File: config.mk
export PLATFORM = sky130hd
export DESIGN_NAME = pipe_exe_stage
export DESIGN_NICKNAME = d
export VERILOG_FILES = /design/src/rtl/pipe_exe_stage.sv
export SDC_FILE = /design/constraint.sdc
export NUM_CORES = 1
export LEC_CHECK = 0
export CAP_MARGIN = 0
export CORE_MARGIN = 2
export CORE_UTILIZATION = 55
export DETAILED_ROUTE_END_ITERATION = 10
export PLACE_DENSITY_LB_ADDON = 0.08
export SYNTH_ARGS = -nofsm -noshare
export SYNTH_HDL_FRONTEND = slang
export SYNTH_SLANG_ARGS = --single-unit
File: constraint.sdc
create_clock -name clk -period 20.2 [get_ports clk]
set_input_delay 3.03 -clock clk [delete_from_list [all_inputs] [get_ports clk]]
set_output_delay 3.03 -clock clk [all_outputs]
set_load 0.01 [all_outputs]
File: src/rtl/pipe_exe_stage.sv
// EXE stage: ALU / JAL link / iterative multu-divu with HI/LO, registered into EX/MEM.
// One cycle through EX/MEM for ALU ops; multu/divu hold estall for 33 cycles and then retire.
module pipe_exe_stage #(
    parameter int XLEN      = 32,
    parameter bit MD_ENABLE = 1'b1
) (
    input  logic            clk,
    input  logic            clrn,
    input  logic            ewreg,
    input  logic            em2reg,
    input  logic            ewmem,
    input  logic [3:0]      ealuc,
    input  logic            ealuimm,
    input  logic            eshift,
    input  logic            ejal,
    input  logic [XLEN-1:0] ea,
    input  logic [XLEN-1:0] eb,
    input  logic [XLEN-1:0] eimm,
    input  logic [XLEN-1:0] epc4,
    input  logic [4:0]      ern,
    input  logic [2:0]      emd,
    output logic [XLEN-1:0] ealu,
    output logic            estall,
    output logic            mwreg,
    output logic            mm2reg,
    output logic            mwmem,
    output logic [XLEN-1:0] malu,
    output logic [XLEN-1:0] mb,
    output logic [4:0]      mrn
);
    localparam int CW = $clog2(XLEN);

    typedef enum logic [1:0] {MD_IDLE, MD_BUSY, MD_DONE} md_state_t;

    md_state_t         md_state_q, md_state_d;
    logic [CW-1:0]     cnt_q, cnt_d;
    logic [2*XLEN-1:0] acc_q, acc_d;
    logic [XLEN-1:0]   opnd_q, opnd_d;
    logic              is_div_q, is_div_d;
    logic [XLEN-1:0]   hi_q, hi_d, lo_q, lo_d;
    logic              mwreg_q, mwreg_d, mm2reg_q, mm2reg_d, mwmem_q, mwmem_d;
    logic [XLEN-1:0]   malu_q, malu_d, mb_q, mb_d;
    logic [4:0]        mrn_q, mrn_d;

    logic [XLEN-1:0]   alu_a, alu_b, alu_res, sra_res;
    logic [4:0]        sa;
    logic [2:0]        md_sel;
    logic              md_start;
    logic [XLEN:0]     mul_sum, div_shift;
    logic [XLEN-1:0]   div_rem;
    logic              div_ge;
    logic [2*XLEN-1:0] step_acc;

    always_comb begin
        alu_a   = eshift ? {{(XLEN-5){1'b0}}, eimm[10:6]} : ea;
        alu_b   = ealuimm ? eimm : eb;
        sa      = alu_a[4:0];
        sra_res = $signed(alu_b) >>> sa;
        alu_res = '0;
        case (ealuc[2:0])
            3'b000: alu_res = alu_a + alu_b;
            3'b100: alu_res = alu_a - alu_b;
            3'b001: alu_res = alu_a & alu_b;
            3'b101: alu_res = alu_a | alu_b;
            3'b010: alu_res = alu_a ^ alu_b;
            3'b110: alu_res = alu_b << 16;
            3'b011: alu_res = alu_b << sa;
            3'b111: alu_res = ealuc[3] ? sra_res : (alu_b >> sa);
        endcase
    end

    // With the unit disabled every emd decodes as a plain ALU op.
    always_comb begin
        md_sel   = MD_ENABLE ? emd : 3'b000;
        md_start = (md_state_q == MD_IDLE) && (md_sel == 3'b001 || md_sel == 3'b010);
        estall   = !clrn && (md_start || md_state_q == MD_BUSY);
        if (ejal)                   ealu = epc4 + XLEN'(4);
        else if (md_sel == 3'b011)  ealu = hi_q;
        else if (md_sel == 3'b100)  ealu = lo_q;
        else                        ealu = alu_res;
    end

    // One radix-2 step: acc holds {partial, multiplier} or {remainder, quotient}.
    always_comb begin
        mul_sum   = {1'b0, acc_q[2*XLEN-1:XLEN]} + (acc_q[0] ? {1'b0, opnd_q} : '0);
        div_shift = {acc_q[2*XLEN-1:XLEN], acc_q[XLEN-1]};
        div_ge    = div_shift >= {1'b0, opnd_q};
        div_rem   = div_ge ? XLEN'(div_shift - {1'b0, opnd_q}) : div_shift[XLEN-1:0];
        step_acc  = is_div_q ? {div_rem, acc_q[XLEN-2:0], div_ge}
                             : {mul_sum, acc_q[XLEN-1:1]};
    end

    always_comb begin
        md_state_d = md_state_q;
        cnt_d      = cnt_q;
        acc_d      = acc_q;
        opnd_d     = opnd_q;
        is_div_d   = is_div_q;
        hi_d       = hi_q;
        lo_d       = lo_q;
        case (md_state_q)
            MD_IDLE: if (md_start) begin
                md_state_d = MD_BUSY;
                cnt_d      = '0;
                acc_d      = {{XLEN{1'b0}}, ea};
                opnd_d     = eb;
                is_div_d   = (md_sel == 3'b010);
            end
            MD_BUSY: begin
                acc_d = step_acc;
                cnt_d = cnt_q + 1'b1;
                if (cnt_q == CW'(XLEN-1)) begin
                    hi_d       = step_acc[2*XLEN-1:XLEN];
                    lo_d       = step_acc[XLEN-1:0];
                    cnt_d      = '0;
                    md_state_d = MD_DONE;
                end
            end
            MD_DONE: md_state_d = MD_IDLE;
            default: md_state_d = MD_IDLE;
        endcase
    end

    always_comb begin
        mwreg_d  = estall ? 1'b0 : ewreg;
        mm2reg_d = estall ? 1'b0 : em2reg;
        mwmem_d  = estall ? 1'b0 : ewmem;
        malu_d   = estall ? '0 : ealu;
        mb_d     = estall ? '0 : eb;
        mrn_d    = estall ? '0 : ern;
    end

    always_ff @(posedge clk or posedge clrn) begin
        if (clrn) begin
            md_state_q <= MD_IDLE;
            cnt_q      <= '0;
            acc_q      <= '0;
            opnd_q     <= '0;
            is_div_q   <= 1'b0;
            hi_q       <= '0;
            lo_q       <= '0;
            mwreg_q    <= 1'b0;
            mm2reg_q   <= 1'b0;
            mwmem_q    <= 1'b0;
            malu_q     <= '0;
            mb_q       <= '0;
            mrn_q      <= '0;
        end else begin
            md_state_q <= md_state_d;
            cnt_q      <= cnt_d;
            acc_q      <= acc_d;
            opnd_q     <= opnd_d;
            is_div_q   <= is_div_d;
            hi_q       <= hi_d;
            lo_q       <= lo_d;
            mwreg_q    <= mwreg_d;
            mm2reg_q   <= mm2reg_d;
            mwmem_q    <= mwmem_d;
            malu_q     <= malu_d;
            mb_q       <= mb_d;
            mrn_q      <= mrn_d;
        end
    end

    assign mwreg  = mwreg_q;
    assign mm2reg = mm2reg_q;
    assign mwmem  = mwmem_q;
    assign malu   = malu_q;
    assign mb     = mb_q;
    assign mrn    = mrn_q;
endmodule

After elaboration in Yosys (flattened, before gate mapping)
Cells that the tools add are included.
{"block": "totals", "ff_bits": 240, "output_inout_bits": 105, "wordCells": 77}
{"block": "op_classes", "add_sub_neg": 6, "order_cmp": 1, "n_eq_ne": 15, "n_shift": 3, "muxes": 24, "n_bitwise": 3, "n_reduce_logical": 12}
{"op": "$mux 32", "count": 10}
{"op": "$pmux 32 s8", "count": 1}
{"op": "$mux 64", "count": 2}
{"op": "$pmux 64 s2", "count": 1}
{"op": "$sub 32x32->32", "count": 2}
{"op": "$add 32x32->33", "count": 1}
{"op": "$ge 33x32->1", "count": 1}
{"op": "$add 32x3->32 const B", "count": 1}
{"op": "$add 32x32->32", "count": 1}
{"op": "$and 32x32->32", "count": 1}
{"op": "$or 32x32->32", "count": 1}
{"op": "$shl 32x5->32", "count": 1}
{"op": "$shr 32x5->32", "count": 1}
{"op": "$sshr 32x5->32", "count": 1}
{"op": "$xor 32x32->32", "count": 1}
{"op": "$eq 3x3->1 const B", "count": 5}
{"op": "$mux 5", "count": 3}
{"op": "$eq 3x2->1 const B", "count": 4}
{"op": "$pmux 5 s2", "count": 1}
{"op": "$reduce_and 2->1", "count": 4}
{"op": "$eq 3x1->1 const B", "count": 2}
{"op": "$add 5x1->5 const B", "count": 1}
{"op": "$eq 5x5->1 const B", "count": 1}
{"op": "$mux 2", "count": 2}
{"op": "11 further kinds", "count": 15}

Depth between registers and ports, before layout
{"block": "depth", "ltp_word": 8, "ltp_mapped": 23, "mapped_depth_nobuf": 19}

Worst setup path before layout
No wires, ideal clock.
{"block": "synth_path", "kind": "input to output", "startpoint": "in ealuimm", "endpoint": "out ealu[31]", "arrival_ns": 7.499, "required_time_ns": 17.170, "setup_slack_ns": 9.671, "path_stages": 22, "path_cell_list": "buf_6 > buf_6 > mux2i_1 > ha_1 > nand4_1 > or3_1 > nor3_1 > nand2_1 > nand2_1 > xnor2_1 > ha_1 > clkbuf_1 > a21o_1 > a21o_1 > a21o_1 > a211o_1 > nand2b_1 > o21a_1 > a211o_1 > xnor2_1 > nand2_1 > a21oi_1"}
{"block": "synth_between", "elab_chain_len": 7}
{"item": "start: declaration", "line_no": "13", "source": "input logic ealuimm,"}
{"item": "$mux 32 (*)", "line_no": "56", "source": "alu_b = ealuimm ? eimm : eb;"}
{"item": "parallel branches: the longest is 2 deep, another holds $sub 32x32->32"}
{"item": "$pmux 32 s8 (*)", "line_no": "60", "source": "case (ealuc[2:0])"}
{"item": "$mux 32 (*)", "line_no": "79", "source": "else if (md_sel == 3'b100) ealu = lo_q;"}
{"item": "$mux 32 (*)", "line_no": "78", "source": "else if (md_sel == 3'b011) ealu = hi_q;"}
{"item": "$mux 32 (*)", "line_no": "77", "source": "if (ejal) ealu = epc4 + XLEN'(4);"}
{"item": "end: declaration", "line_no": "22", "source": "output logic [XLEN-1:0] ealu,"}
Mark *: on every way between the ends.

Worst setup path in the final report
Ends and elaborated chain as after synthesis.

==> results.toml <==
[sta]
period_needed_ns = 12.55
fin_crit_sh_pct = 62.1
fin_setup_tns_ns = 0
rsz0062_at_grt = "no"
clock-skew-final_ns = 0.0254
fmax_mhz = 79.7
drv_slew = 0
slew_headroom_pct = 11.2
setup_viol = 0
hold_violations = 0
worst-slew-pin-transition_ns = 1.32

[placement]
dp.cells = 3602
gp_congestion = 1.06
hpwl_mm = 81.7
dpl-instance-area_sq_mm = 0.0265
portBuffers = 252

[floorplanning]
pin_count = 253
coreArea_sq_mm = 0.0420
die_y_microns = 211
fp.dieW_microns = 211
start_util_pct = 55.9
rows = 75
die_area_sq_mm = 0.0444

[worst_hold_path]
hp-start = "lo_q[4]"
hold_path.class = "flip-flop to flip-flop"
hold-path-endpoint = "lo_q[4]"
hold_depth = 2

[finish]
drive_gt1_share_pct = 8.13
fin_cells = 3656
final_util_pct = 65.2
final_area_sq_mm = 0.0274
synthToLayoutAreaGrowth_pct = 16.5
fin_nets = 3406
fill_cells = 3412

[run_status]
status = "complete, no violations"

[worst_setup_path]
r2r-end = "hi_q[27]"
endpoint_kind = "primary output"
ff2ff_path_depth = 15
cp.arrival_ns = 9.52
crit_type = "primary input to primary output"
rrSetupSlack_ns = 15.16
required_ns = 17.17
r2r_start = "acc_q[0]"
worst-path-max-fanout = 46
startpoint_type = "primary input"

[power]
p_clk_share_pct = 14.0
power.density_mw_per_mm2 = 138
swShare_pct = 49.6
peakVddDrop_mv = 0.224
switchingPower_mw = 1.88
power.leakage_nw = 12.5
p_int_mw = 1.91
p_comb_share_pct = 62.7
p_seq_share_pct = 23.2

[route]
antenna_left = 0
remaining_drc_errors = 0
vias = 25600
wl_per_cell_microns = 29.9
drt_wl_total_mm = 109
vias_per_cell = 7.01
drt_iter0_markers = 3992
first_pass_iters = 6

[cts]
clkSlewWorstSetupHoldPaths_ns = 0.07
insertion_delay_ns = 0.60
tritoncts = "yes"
clockRootBuffer = "clkbuf_16"
cts_resized = 0
ctsLongestPathBuffers = 3
h-tree-depth = 1
numCtsBuffers = 27
cts_hold_buffers = 0
postCtsSetupBuffers = 0
clock_sinks = 240

[synth]
synth_cell_types = 84
synth_common_cells = "nand2_1 (305), dfrtp_1 (240), a21oi_1 (223)"
yosysMostFrequentCell = "nand2_1"
synth.top_cell.area_share_pct = 25.5
synth_top_cell_by_area = "dfrtp_1"
ys_seq_elements = 240
synth_area_per_cell_sq_um = 8.01
synthesis.area_sq_mm = 0.0235
syn-instance-count = 2937
yosys_warnings = 0
synth_seq_area_share_pct = 25.5
synth_ff_type = "dfrtp_1"
syn-num-nets = 3251
synth-edff-count = 0
yosys-top-cells-area = "dfrtp_1 (26%), ha_1 (8.7%), mux2i_1 (8.0%), nand2_1 (4.9%), a21oi_1 (4.7%)"
synthArstFlopShare_pct = 100

[global_route]
antenna_found_initial = 13
grt_pass1_vias = 24500
grt_pass1_wl_mm = 159
gr-usage-all-layers_pct = 48.2
grt_start_max_net_pins = 119
overflow = 0

[flow_run]
cap_violations = 0
-- layer usage --
| metal | global-route usage (%) | routed length (microns) |
|---|---|---|
| met1 | 63.0 | 41000 |
| met4 | 30.0 | 8530 |
| met2 | 70.3 | 44700 |
| met3 | 13.8 | 15000 |
| met5 | 0 | 86 |
-- final cells by class --
type / count / area (sq um) / share of cell area (%)
Antenna cell: 4 / 10.0 / 0.0365
Clock buffer: 35 / 726 / 2.65
Clock inverter: 15 / 196 / 0.717
Inverter: 129 / 494 / 1.80
Multi-Input combinational cell: 2379 / 16300 / 59.5
Sequential cell: 240 / 6010 / 21.9
Tap cell: 539 / 674 / 2.46
Timing Repair Buffer: 315 / 2980 / 10.9
-- placed cells by master (no fill, tap or decap), drive strengths merged, types with 90 or more instances in the layout --
| cell | n |
|---|---|
| a21oi | 224 |
| mux2 | 91 |
| xnor2 | 90 |
| ha | 163 |
| clkdlybuf4s50 | 248 |
| mux2i | 201 |
| nand2 | 305 |
| inv | 130 |
| nor2 | 218 |
| and2 | 99 |
| o21ai | 226 |
| dfrtp | 240 |
-- kinds of logic after synthesis --
kind of cell | share of synthesized area [%]
buffers and inverters | 5.42
flip-flops | 25.5
multiplexers | 13.4
AO/OA/AOI/OAI | 23.0
AND/OR/NAND/NOR | 18.9
adder cells (fa/ha/maj) | 8.93
XOR/XNOR | 4.95
-- worst max path at each step --
stage / slack [ns] / from / to
final: 7.65 / ealuimm / ealu[31]
after global routing: 7.34 / ealuimm / ealu[31]
after CTS: 7.84 / ealuimm / ealu[31]
after detailed placement: 7.87 / ealuimm / ealu[31]
after global placement: 7.92 / ealuimm / ealu[31]
after floorplan: 9.67 / ealuimm / ealu[31]
-- registers in the layout, indices dropped and copies added (netlist names) --
register    cells
acc_q          64
hi_q           32
lo_q           32
malu           32
mb             32
opnd_q         32
cnt_q           5
mrn             5
md_state_q      2
is_div_q        1
mm2reg          1
mwmem           1
mwreg           1
-- worst max-delay path: stages --
cell and delay [ns]:
buf_2 0.08, buf_4 0.62, mux2i_1 0.72, ha_1 0.31, nand4_1 0.21, or3_1 0.49, nor3_1 0.49, nand2_1 0.18
nand2_1 0.12, xnor2_1 0.15, ha_1 0.38, a21o_1 0.25, a21o_1 0.18, a21o_1 0.20, a211o_1 0.29, nand2b_1 0.14
o21a_1 0.22, a211o_1 0.30, xnor2_1 0.16, nand2_1 0.09, a21oi_1 0.27, clkdlybuf4s50_1 0.59
-- stage by stage --
step / worst slack, ns / hold slack (ns) / total power [mW]
final: 7.65 / 0.481 / 3.79
after CTS: 7.84 / 0.478 / 3.69
after global routing: 7.34 / 0.504 / 3.98
after detailed placement: 7.87 / 0.464 / 3.13
after floorplan: 9.67 / 0.437 / 2.39
after global placement: 7.92 / 0.454 / 3.05
-- power by group through the flow --
stage / Clock, mW / Sequential [mW] / Combinational [mW]
final: 0.532 / 0.881 / 2.38
after global routing: 0.545 / 0.888 / 2.55
after CTS: 0.528 / 0.864 / 2.30
after detailed placement: 0 / 0.868 / 2.26
after global placement: 0 / 0.858 / 2.19
after floorplan: 0 / 0.772 / 1.62
(Power assumes the default switching activity.)
